### src/rtl/fetch_stage.sv
// Instruction fetch stage for a five-stage MIPS-style pipeline.
//
// Holds the fetch PC, selects the next PC (reset vector, exception handler,
// stall hold, eret return, D-stage redirect, or sequential pc+4), flags
// address-error-on-load (AdEL) for the fetch address, squashes the fetched
// instruction under eret, and counts instructions accepted into D.
//
// Ports:
//   clk          in   1   clock, all state updates on rising edge
//   reset        in   1   synchronous, active-low reset
//   Req          in   1   exception/interrupt request from CP0
//   stall        in   1   hazard stall, hold PC
//   eret_D       in   1   eret in D stage
//   EPC          in  32   return address from CP0
//   redirect     in   1   D-stage taken branch / jump
//   redirect_pc  in  32   redirect target
//   is_jump_D    in   1   D-stage instruction is a branch or jump
//   instr_in     in  32   instruction word read from IM at pc
//   pc           out 32   current fetch address (IM address)
//   instr_out    out 32   instruction to F/D register
//   EXCcode_out  out  5   fetch exception code
//   Delay_out    out  1   fetched instruction is in a delay slot
//   fetch_cnt    out 32   instructions accepted into D
module fetch_stage (
  input  logic        clk,
  input  logic        reset,
  input  logic        Req,
  input  logic        stall,
  input  logic        eret_D,
  input  logic [31:0] EPC,
  input  logic        redirect,
  input  logic [31:0] redirect_pc,
  input  logic        is_jump_D,
  input  logic [31:0] instr_in,
  output logic [31:0] pc,
  output logic [31:0] instr_out,
  output logic [4:0]  EXCcode_out,
  output logic        Delay_out,
  output logic [31:0] fetch_cnt
);

  localparam logic [31:0] ResetPc   = 32'h0000_3000;
  localparam logic [31:0] HandlerPc = 32'h0000_4180;
  localparam logic [31:0] ImLo      = 32'h0000_3000;
  localparam logic [31:0] ImHi      = 32'h0000_6FFF;
  localparam logic [4:0]  ExcAdEL   = 5'd4;

  logic [31:0] pc_q, pc_d;
  logic [31:0] fetch_cnt_q, fetch_cnt_d;
  logic        adel;
  logic        squash;

  // eret has no delay slot: the instruction behind it must not issue.
  assign squash = eret_D & ~stall;

  assign adel = (pc_q[1:0] != 2'b00) || (pc_q < ImLo) || (pc_q > ImHi);

  always_comb begin
    instr_out   = instr_in;
    EXCcode_out = 5'd0;
    Delay_out   = is_jump_D;
    if (squash) begin
      instr_out   = 32'd0;
      EXCcode_out = 5'd0;
      Delay_out   = 1'b0;
    end else if (adel) begin
      instr_out   = 32'd0;
      EXCcode_out = ExcAdEL;
    end
  end

  // AdEL does not influence the next PC; CP0 reacts later via Req.
  always_comb begin
    pc_d = pc_q + 32'd4;
    if (Req) begin
      pc_d = HandlerPc;
    end else if (stall) begin
      pc_d = pc_q;
    end else if (eret_D) begin
      pc_d = EPC;
    end else if (redirect) begin
      pc_d = redirect_pc;
    end
  end

  always_comb begin
    fetch_cnt_d = fetch_cnt_q;
    if (!Req && !stall && !squash) begin
      fetch_cnt_d = fetch_cnt_q + 32'd1;
    end
  end

  always_ff @(posedge clk) begin
    if (!reset) begin
      pc_q        <= ResetPc;
      fetch_cnt_q <= 32'd0;
    end else begin
      pc_q        <= pc_d;
      fetch_cnt_q <= fetch_cnt_d;
    end
  end

  assign pc        = pc_q;
  assign fetch_cnt = fetch_cnt_q;

endmodule

### config.mk
export PLATFORM = sky130hd
export DESIGN_NAME = fetch_stage
export DESIGN_NICKNAME = d
export VERILOG_FILES = /design/src/rtl/fetch_stage.sv
export SDC_FILE = /design/constraint.sdc
export NUM_CORES = 1
export LEC_CHECK = 0
export CORE_MARGIN = 3
export CORE_UTILIZATION = 44
export DETAILED_ROUTE_END_ITERATION = 8
export GPL_ROUTABILITY_DRIVEN = 1
export PLACE_DENSITY = 0.87
export SYNTH_ARGS = -nofsm -noshare
export SYNTH_HDL_FRONTEND = slang
export SYNTH_SLANG_ARGS = --single-unit
### constraint.sdc
create_clock -name clk -period 5.15 [get_ports clk]
set_input_delay 1.545 -clock clk [delete_from_list [all_inputs] [get_ports clk]]
set_output_delay 1.545 -clock clk [all_outputs]
set_load 0.01 [all_outputs]
Word level (Yosys, flattened, before mapping)
Cells that the tools add are included.
- word-level logic and storage cells: 29
- input bits: 103
- register bits after elaboration: 64
- output and inout port bits: 102
- bitwise logic cells: 3
- reduce and logical (&&, ||, !) cells: 9
- equality and inequality tests: 1
- add/sub/neg operators: 2
- mux-type cells: 9
- $lt $le $gt $ge: 2
- operators by type and width (cell ; number):
    2-to-1 mux 32 bit ; 4
    adder 32 x 1 -> 32 bit (second input constant) ; 1
    adder 32 x 3 -> 32 bit (second input constant) ; 1
    > comparator 32 x 15 -> 1 bit (second input constant) ; 1
    less-than comparator 32 x 14 -> 1 bit (second input constant) ; 1
    2-to-1 mux 15 bit ; 2
    2-to-1 mux 3 bit ; 2
    logical NOT 1 bit ; 3
    logical AND 1 bit ; 2
    logical OR 1 bit ; 2
    inequality test 2 bit (second input constant) ; 1
    inverter 1 bit ; 2
    nonzero test 2 bit ; 1
    OR reduction 2 bit ; 1
    bitwise AND 1 bit ; 1
    2-to-1 mux 1 bit ; 1

Logic depth before layout (Yosys ltp)
- depth after elaboration: 5
- gate-level depth with buffers: 8
- gate-level depth less buffers: 6

Worst setup path after synthesis
OpenSTA, ideal clock, no wires.
- path kind: input to output
- start point: input stall
- end point: output instr_out[10]
- cell stages on the path: 5
- setup slack: 984 ps
- arrival: 2621 ps
- path buffers: 2
- data required time: 3605 ps
- cells stage by stage: clkbuf_1 clkinv_1 nand2_1 clkbuf_1 and3_1
- word-level cells in the longest chain between the ends: 3
- RTL lines (item ; RTL line ; source):
    start, declared ; 28 ; input logic stall,
    inverter 1 bit ; 54 ; assign squash = eret_D & ~stall;
    bitwise AND 1 bit ; 54 ;
    2-to-1 mux 32 bit ; 62 ; if (squash) begin
    end, declared ; 36 ; output logic [31:0] instr_out,
Every way passes these cells.

Final worst setup path
- start point: input stall
- end point: output instr_out[8]
Same word-level chain as after synthesis.

==> impl_metrics.env <==
export IMPL_run_status="completed"
export IMPL_cts_buffers=9
export IMPL_final_setup_worst_slack_ns=0.320
export IMPL_drc=0
export IMPL_die_h_um=103
export IMPL_synth_async_reset_ratio=0
export IMPL_maxSlewViolCount=0
export IMPL_portBuffers=200
export IMPL_via_count=5113
export IMPL_synthCells=542
export IMPL_reg2reg_slack_ns=2.91
export IMPL_hold_ws_ns=0.477
export IMPL_min_period_ns=4.83
export IMPL_fin_tns_setup_ns=0
export IMPL_vias_per_cell=6.12
export IMPL_worst_pin_slew_ns=0.760
export IMPL_grtUsageTotal=0.291
export IMPL_gr_total_overflow=0
export IMPL_slew_headroom=0.493
export IMPL_cts_buffer_depth=2
export IMPL_startpoint_type="input port"
export IMPL_cts_tree="built"
export IMPL_setup_viol=0
export IMPL_avgSynthCellArea_um2=7.61
export IMPL_crit_slowest_cell="clkdlybuf4s50_1"
export IMPL_seq_area_um2=1280
export IMPL_rr_worst_depth=5
export IMPL_rsz0062_at_grt="no"
export IMPL_drt_iter0_drc=415
export IMPL_fmax_ghz=0.207
export IMPL_htree_levels=3
export IMPL_routed_wl_mm=15.4
export IMPL_path_cells="clkdlybuf4s50_1, clkinv_1, nand2_1, buf_4, and3_1, clkdlybuf4s50_1"
export IMPL_mostFrequentLayoutCell="clkdlybuf4s50_1"
export IMPL_dr_pass1_iters=5
export IMPL_start_util=0.462
export IMPL_slowest_delay_ns=0.55
export IMPL_pre_cts_ws_ns=0.320
export IMPL_drive_above_1_share=0.0522
export IMPL_grt_pass1_vias=4857
export IMPL_skew_ns=0.0138
export IMPL_setup_worst_path_class="input port to primary output"
export IMPL_p_per_area_nw_per_um2=193
export IMPL_cp_max_fo=33
export IMPL_die_area_um2=10600
export IMPL_yosysWarnings=0
export IMPL_worstReg2RegStart="fetch_cnt[4]"
export IMPL_area_growth_pct=54.0
export IMPL_p_leak_nw=2.33
export IMPL_synth_main_ff_cell="dfxtp_1"
export IMPL_syn_area_um2=4130
export IMPL_ir_worst_vdd_v=0.000132
export IMPL_nNetsFinal=828
export IMPL_gp_congestion=0.968
export IMPL_worstSkewPairLatency_ns=0.35
export IMPL_row_count=34
export IMPL_yosysUniqueCellTypes=57
export IMPL_arrival_ns=3.28
export IMPL_synth_edf_count=0
export IMPL_cts_sinks=64
export IMPL_root_buffer="clkbuf_8"
export IMPL_critPathCaptureType="primary output"
export IMPL_antenna_found_initial=0
export IMPL_hold_path_class="flip-flop to flip-flop"
export IMPL_cpMostUsedCell="clkdlybuf4s50_1"
export IMPL_die_w_um=103
export IMPL_drv_cap=0
export IMPL_cts_resized=0
export IMPL_ios=205
export IMPL_crit_path_end="instr_out[8]"
export IMPL_grt_pass1_wl_mm=24.3
export IMPL_n_fill_cell=706
export IMPL_grt_max_degree=47
export IMPL_r2r_end="fetch_cnt[31]"
export IMPL_final_cell_mix="clkdlybuf4s50_1 (200), dfxtp_1 (64), nand2_1 (44)"
export IMPL_core_area_um2=8930
export IMPL_worstSetupStartpoint="stall"
export IMPL_ant_nets=0
export IMPL_postCtsSetupRepairBufs=0
export IMPL_ys_seq_elements=64
export IMPL_wl_per_cell_um=18.4
export IMPL_cts_hold_buffers_added=0
export IMPL_seq_area_frac_synth=0.311
export IMPL_hold_viol_final=0
export IMPL_clk_pin_slew_ns=0.08
export IMPL_dp_hpwl_mm=11.6
export IMPL_worst_endpoint_required_ns=3.61
export IMPL_multi_input_area_um2=2630
export IMPL_period_share=0.938
export IMPL_diodes=0
[synth_stat cells (5+ instances only)]
cell type / number / share of area
nor4_1: 17 / 0.026
o22ai_1: 14 / 0.021
nand3_1: 23 / 0.028
and2_1: 26 / 0.039
nor2_1: 32 / 0.029
nand2_1: 44 / 0.040
xor2_1: 12 / 0.025
a311oi_1: 5 / 0.011
nor3_1: 12 / 0.015
a21oi_1: 37 / 0.045
o21ai_0: 30 / 0.036
nand4_1: 22 / 0.033
and3_1: 36 / 0.055
o211ai_1: 5 / 0.0091
dfxtp_1: 64 / 0.31
a31oi_1: 7 / 0.011
a211oi_1: 6 / 0.011
or3_1: 7 / 0.011
xnor2_1: 14 / 0.030
clkbuf_1: 35 / 0.032
mux2i_1: 7 / 0.017
inv_1: 7 / 0.0064
and4_1: 13 / 0.028
[report_power, final]
group          switching [mW]  leakage (nW)  internal, mW  total [mW]
Combinational           0.122          1.72         0.160       0.282
Clock                   0.209        0.0924         0.203       0.412
Sequential             0.0240         0.520         0.508       0.532
[registers in the layout (all words and copies together), names as in the netlist, named ones only]
name / count
pc: 30
fetch_cnt: 32
[stage by stage]
| step | cells | power, mW | util | cell area, µm² |
|---|---|---|---|---|
| floorplan | 545 | 0.654 | - | 4140 |
| global placement | 820 | 0.815 | 0.690 | 6160 |
| detailed placement | 820 | 0.820 | 0.690 | 6160 |
| CTS | 836 | 1.23 | 0.711 | 6350 |
| global route | 836 | 1.27 | 0.711 | 6350 |
| finish | 836 | 1.23 | 0.711 | 6350 |
[worst min-delay path by stage]
stage | to | from | depth (start not counted) | slack, ns
2_1_floorplan | fetch_cnt[30] | fetch_cnt[30] | 2 | 0.49
3_3_place_gp | fetch_cnt[30] | fetch_cnt[30] | 2 | 0.46
3_5_place_dp | fetch_cnt[30] | fetch_cnt[30] | 2 | 0.47
4_1_cts | fetch_cnt[30] | fetch_cnt[30] | 2 | 0.48
5_1_grt | fetch_cnt[31] | fetch_cnt[31] | 2 | 0.53
6_report | fetch_cnt[30] | fetch_cnt[30] | 2 | 0.48
[metal layers]
| metal | routed length (µm) | vias to the layer above | GRT usage |
|---|---|---|---|
| li1 | - | 2398 | - |
| met1 | 6170 | 2391 | 0.359 |
| met2 | 7470 | 292 | 0.494 |
| met3 | 1520 | 32 | 0.0900 |
| met4 | 259 | 0 | 0.0807 |
| met5 | 0 | - | 0 |
[cells by family (layout without fill, tap and decap cells)]
family                     count (synthesis)  count (layout)  synth area share
and+or+nand+nor                          246             246             0.328
AOI/OAI and AO/OA                        142             142             0.226
DFF                                       64              64             0.311
buffers and inverters                     54             237            0.0567
xor gates and xnor gates                  26              26            0.0552
muxes                                      7               7            0.0170
adders and majority gates                  2               2           0.00607
other                                      1               4          0.000909
[area by class of cell]
cell class | count | area share
Clock inverter | 5 | 0.00591
Sequential cell | 64 | 0.202
Tap cell | 108 | 0.0213
Multi-Input combinational cell | 427 | 0.413
Timing Repair Buffer | 211 | 0.328
Clock buffer | 11 | 0.0238
Inverter | 10 | 0.00591
[worst max-delay path: cells and delay by family]
kind	cells	cell delay [ns]
buf+inv	4	1.40
simple gates	2	0.33
(Power assumes the default switching activity.)
